==> config.mk <==
export PLATFORM = sky130hd
export DESIGN_NAME = register_file
export DESIGN_NICKNAME = d
export VERILOG_FILES = /design/src/rtl/register_file.sv
export SDC_FILE = /design/constraint.sdc
export NUM_CORES = 2
export LEC_CHECK = 0
export CORE_ASPECT_RATIO = 1.2
export CORE_UTILIZATION = 50
export DETAILED_ROUTE_END_ITERATION = 8
export PLACE_DENSITY = 0.73
export SLEW_MARGIN = 20
export SYNTH_ARGS = -nofsm -noshare
export SYNTH_HDL_FRONTEND = slang
export SYNTH_SLANG_ARGS = --single-unit
==> constraint.sdc <==
create_clock -name Clk -period 93 [get_ports Clk]
set_input_delay 27.9 -clock Clk [delete_from_list [all_inputs] [get_ports Clk]]
set_output_delay 27.9 -clock Clk [all_outputs]
set_load 0.02 [all_outputs]
==> src/rtl/register_file.sv <==
// register_file: 32x64 register file, two combinational read ports, falling-edge write, XZR hardwired to zero
module register_file #(
    parameter int DATA_W   = 64,
    parameter int ADDR_W   = 5,
    parameter int ZERO_REG = 31
) (
    input  logic              Clk,
    input  logic              Reset,
    input  logic [DATA_W-1:0] BusW,
    input  logic [ADDR_W-1:0] RW,
    input  logic              RegWr,
    input  logic [ADDR_W-1:0] RA,
    input  logic [ADDR_W-1:0] RB,
    output logic [DATA_W-1:0] BusA,
    output logic [DATA_W-1:0] BusB
);
    localparam int N = 2 ** ADDR_W;
    localparam logic [ADDR_W-1:0] ZR = ADDR_W'(ZERO_REG);
    logic [DATA_W-1:0] r_mem [N];
    logic              w_we;
    assign w_we = RegWr && (RW != ZR);
    // Falling-edge write so results land mid-cycle; reset clears every entry at once
    always_ff @(negedge Clk or posedge Reset) begin
        if (Reset) begin
            for (int i = 0; i < N; i++) r_mem[i] <= '0;
        end else if (w_we) begin
            r_mem[RW] <= BusW;
        end
    end
    // Combinational reads with no write bypass; XZR always reads zero
    always_comb begin
        BusA = (RA == ZR) ? '0 : r_mem[RA];
        BusB = (RB == ZR) ? '0 : r_mem[RB];
    end
endmodule

; ---- Word-level counts from Yosys, hierarchy flattened
; Index checks and enable logic that the tools add are counted.
; Widths: inputs -> output; s select.
[totals]
register_bits = 2048
wordCells = 55
inputBits = 82
[classes]
muxes = 11
n_eq_ne = 3
bitwise_logic = 3
reduce_logical = 2
order_cmp = 4
[ops]
columns = operator, n
row1 = $bwmux 2048, 1
row2 = $bmux 64 s5, 2
row3 = $mux 64, 7
row4 = $demux 64 s5, 1
row5 = $ge 6x6->1 const B, 3
row6 = $not 5->6, 3
row7 = $eq 5x5->1 const B, 2
row8 = $lt 6x1->1 const B, 1
row9 = $ne 5x5->1 const B, 1
row10 = $logic_and 1x1->1, 2

; ---- Longest topological paths before layout
[depth]
depth_word = 6
mapped_depth = 11
mapped_depth_nobuf = 5

==> impl_results.md <==
- CTS buffer count: ~210
- Initial antenna violation count: 38
- Max cap viols: 0
- Cells on worst reg2reg path: 1
- Most flops, register: r_mem
- CTS tree: built
- Skew final: 0 ns
- XOR/XNOR Fraction of Synth Area: 0
- Pwr dens: about 22 nW/um^2
- Compound-gate portion of the synthesized area: 0.0312
- Synth Cell Area: between 100,000 and 150,000 um^2
- Die width: approximately 430 um
- Final setup viols: 0
- DIE HEIGHT: 512 um
- Largest net degree at the start of global routing: about 190
- Initial Utilization: 0.505
- Count leader, synth: dfrtn_1
- Cell Rows: 186
- Synth cell count leaders: 2,048 x dfrtn_1, 2,007 x mux2_2, 960 x mux4_2
- Drt first pass iters: 8
- Synth top area cells: dfrtn_1 47%, mux2_2 21%, mux4_2 20%, mux2i_1 4.4%, clkbuf_1 1.9%
- Ratio of cells with drive above 1 in the final layout: 0.505
- Power Total: about 2.6 mW
- Fill count: 16,800
- Worst path slowest cell: buf_4
- Clock Latency Late Sink: around 0.80 ns
- Final hold violations: 0
- Synthesized netlist cell count: between 7,000 and 8,000
- Drt via density: 6.95
- CP startpoint kind: input port
- DRT iter0 DRCs: a little over 7,000
- Input/output buffers: 209
- First-pass GRT wire length: between 400,000 and 500,000 um
- Final WL: ~340,000 um
- Fin Setup TNS: 0 ns
- #FFs+latches synth: about 2,000
- Number of global-route vias before repair: between 70,000 and 80,000
- Ys Warns: 0
- Drt wl/cell: 34.3 um
- Top cell by count, worst path: buf_12
- Worst-path clk slew: ~0.04 ns
- Seq/Total Area, Yosys: 0.473
- Synth unique cells: 45
- Worst Tran Pin Value: between 1 and 1.5 ns
- Max incr delay on CP: 0.80 ns
- Status: finished, final reports clean
- Setup Crit Path Kind: input port to asynchronous set/reset pin
- Hold Crit Depth: 0
- Max VDD drop: between 20 and 25 uV
- Hold EP: r_mem[17]
- Synth Net Count: 7,125
- Clock sinks: around 2,000
- Area grow syn2layout: 10.2%
- Clk buf depth: 3
- Final Max Slew Viols: 0
- Setup bufs post-CTS: 0
- Post-synth top area share: 0.473
- Synth Flop Type: dfrtn_1
- Antenna Nets Post-Route: 0
- RSZ-0062 raised after global routing: false
- Syn avg cell area: roughly 15 um^2
- RR Endpoint: r_mem[261]
- Largest family of logic cells by synthesized area: multiplexers
- Routability cong.: approximately 0.81
- Cts hold-fix bufs: 0
- DRC viols: 0
- Hold_sp: r_mem[17]
- # IOs: 210
- Post-DP HPWL: 186,000 um
- Via count: 68,306
- Post-Synth Simple-Gate Area: 0.00926
- Post-layout worst setup margin: roughly 14 ns
- Post-cts sizing count: 0
- GR Overflow Total: 0
- Worst path cell trace: clkdlybuf4s50_1 > clkinvlp_4 > buf_12 > buf_16 > buf_12 > buf_4 > buf_12 > buf_16 > buf_4
- Pre-CTS setup slack: around 13 ns
- Leak: between 50 and 60 nW
- Slew HR: 0.164
- Worst setup EP type: asynchronous set/reset pin
- Placeable Area: ~210,000 um^2
- Yosys top cell by area: dfrtn_1
- Adder-Cell Fraction of Synth Area: 0
- Nets: between 6,000 and 7,000
- WP data arrival: 33.30 ns
- FF-to-FF Start: r_mem[261]
- GRT Total Usage: 0.309
- Post-synth EDFFs: 0
- Multi-input gate area: between 50,000 and 60,000 um^2
- R2R setup slack: about 92 ns
- Post-synthesis async set-or-reset flop share: 1.00
- Largest register FFs: 2,048
- Clock root buffer: clkbuf_16
- Mux contribution to synthesized area: 0.452
- Die area: approximately 220,000 um^2
- Sequential Area: 51,200 um^2
- Top flop regs: r_mem (2048)
- H-Tree Depth: 4
- Worst EP required: ~47 ns
- Hold Path Class: register to register
- Max FO, Critical Path: between 100 and 150
-- critical path: cells and delay by family --
family,cells,cell delay [ns]
buffers and inverters,9,4.79
-- layout by cell type, fill, tap and decap left out, types with 6 or more instances in the layout --
master / instances
dfrtn_1: 2048
mux2_2: 2007
mux4_2: 960
mux2i_1: 475
clkbuf_16: 213
clkdlybuf4s50_1: 191
buf_4: 137
o22ai_1: 102
o21ai_0: 75
o221ai_1: 71
a21oi_1: 70
a211oi_1: 67
a22oi_1: 67
clkbuf_8: 67
and3_1: 65
inv_1: 50
clkbuf_1: 47
clkinv_2: 33
diode_2: 26
o2bb2ai_1: 24
nand2_1: 20
nor2_1: 18
nor3_1: 18
nand2_4: 16
nor2_4: 15
bufinv_16: 11
buf_12: 11
o21a_1: 9
buf_2: 8
nor2b_1: 7
nand2b_1: 7
nand3b_1: 6
buf_8: 6
-- per-layer routing --
metal	share of wire	track usage	vias up
met3	0.081	0.0651	861
met4	0.051	0.153	26
li1	-	-	26823
met2	0.48	0.490	3272
met1	0.38	0.404	37324
met5	0.00051	0	-
-- cell families after synthesis --
group                  Yosys count
muxes                         3442
DFF                           2048
buffers and inverters          867
AOI/OAI and AO/OA              498
and+or+nand+nor                188
-- through the flow --
stage,std cells,util,area [um^2],hold WS [ns]
finish,9824,0.556,119000,0.341
global route,9816,0.556,119000,0.354
CTS,9796,0.556,119000,0.342
detailed placement,9408,0.522,112000,0.343
global placement,9407,0.522,112000,0.335
floorplan,7043,-,108000,0.401
-- final cells by class --
class | count | share of cell area
multi-input combinational | 4128 | 0.449
tap | 2820 | 0.0296
sequential | 2048 | 0.429
inverter | 53 | 0.00177
antenna | 26 | 0.000545
clock inverter | 62 | 0.00708
timing repair buffer | 361 | 0.0286
clock buffer | 326 | 0.0537
-- how the worst max path moves through the flow --
stage,from,end,slack [ns]
floorplan,Reset,r_mem[0],-9.13
global placement,Reset,r_mem[1167],13.53
detailed placement,Reset,r_mem[1167],13.37
CTS,Reset,r_mem[1167],14.21
global route,Reset,r_mem[1167],13.41
finish,Reset,r_mem[1167],14.10
-- report_power, final --
part,switching (mW),total [mW],internal (mW),leakage [nW]
Sequential,0.123,1.20,1.08,26.3
Clock,0.379,0.885,0.507,3.57
Combinational,0.229,0.560,0.331,21.8
Total,0.731,2.65,1.92,51.7
Note: power is estimated with default switching activity, not from simulation.
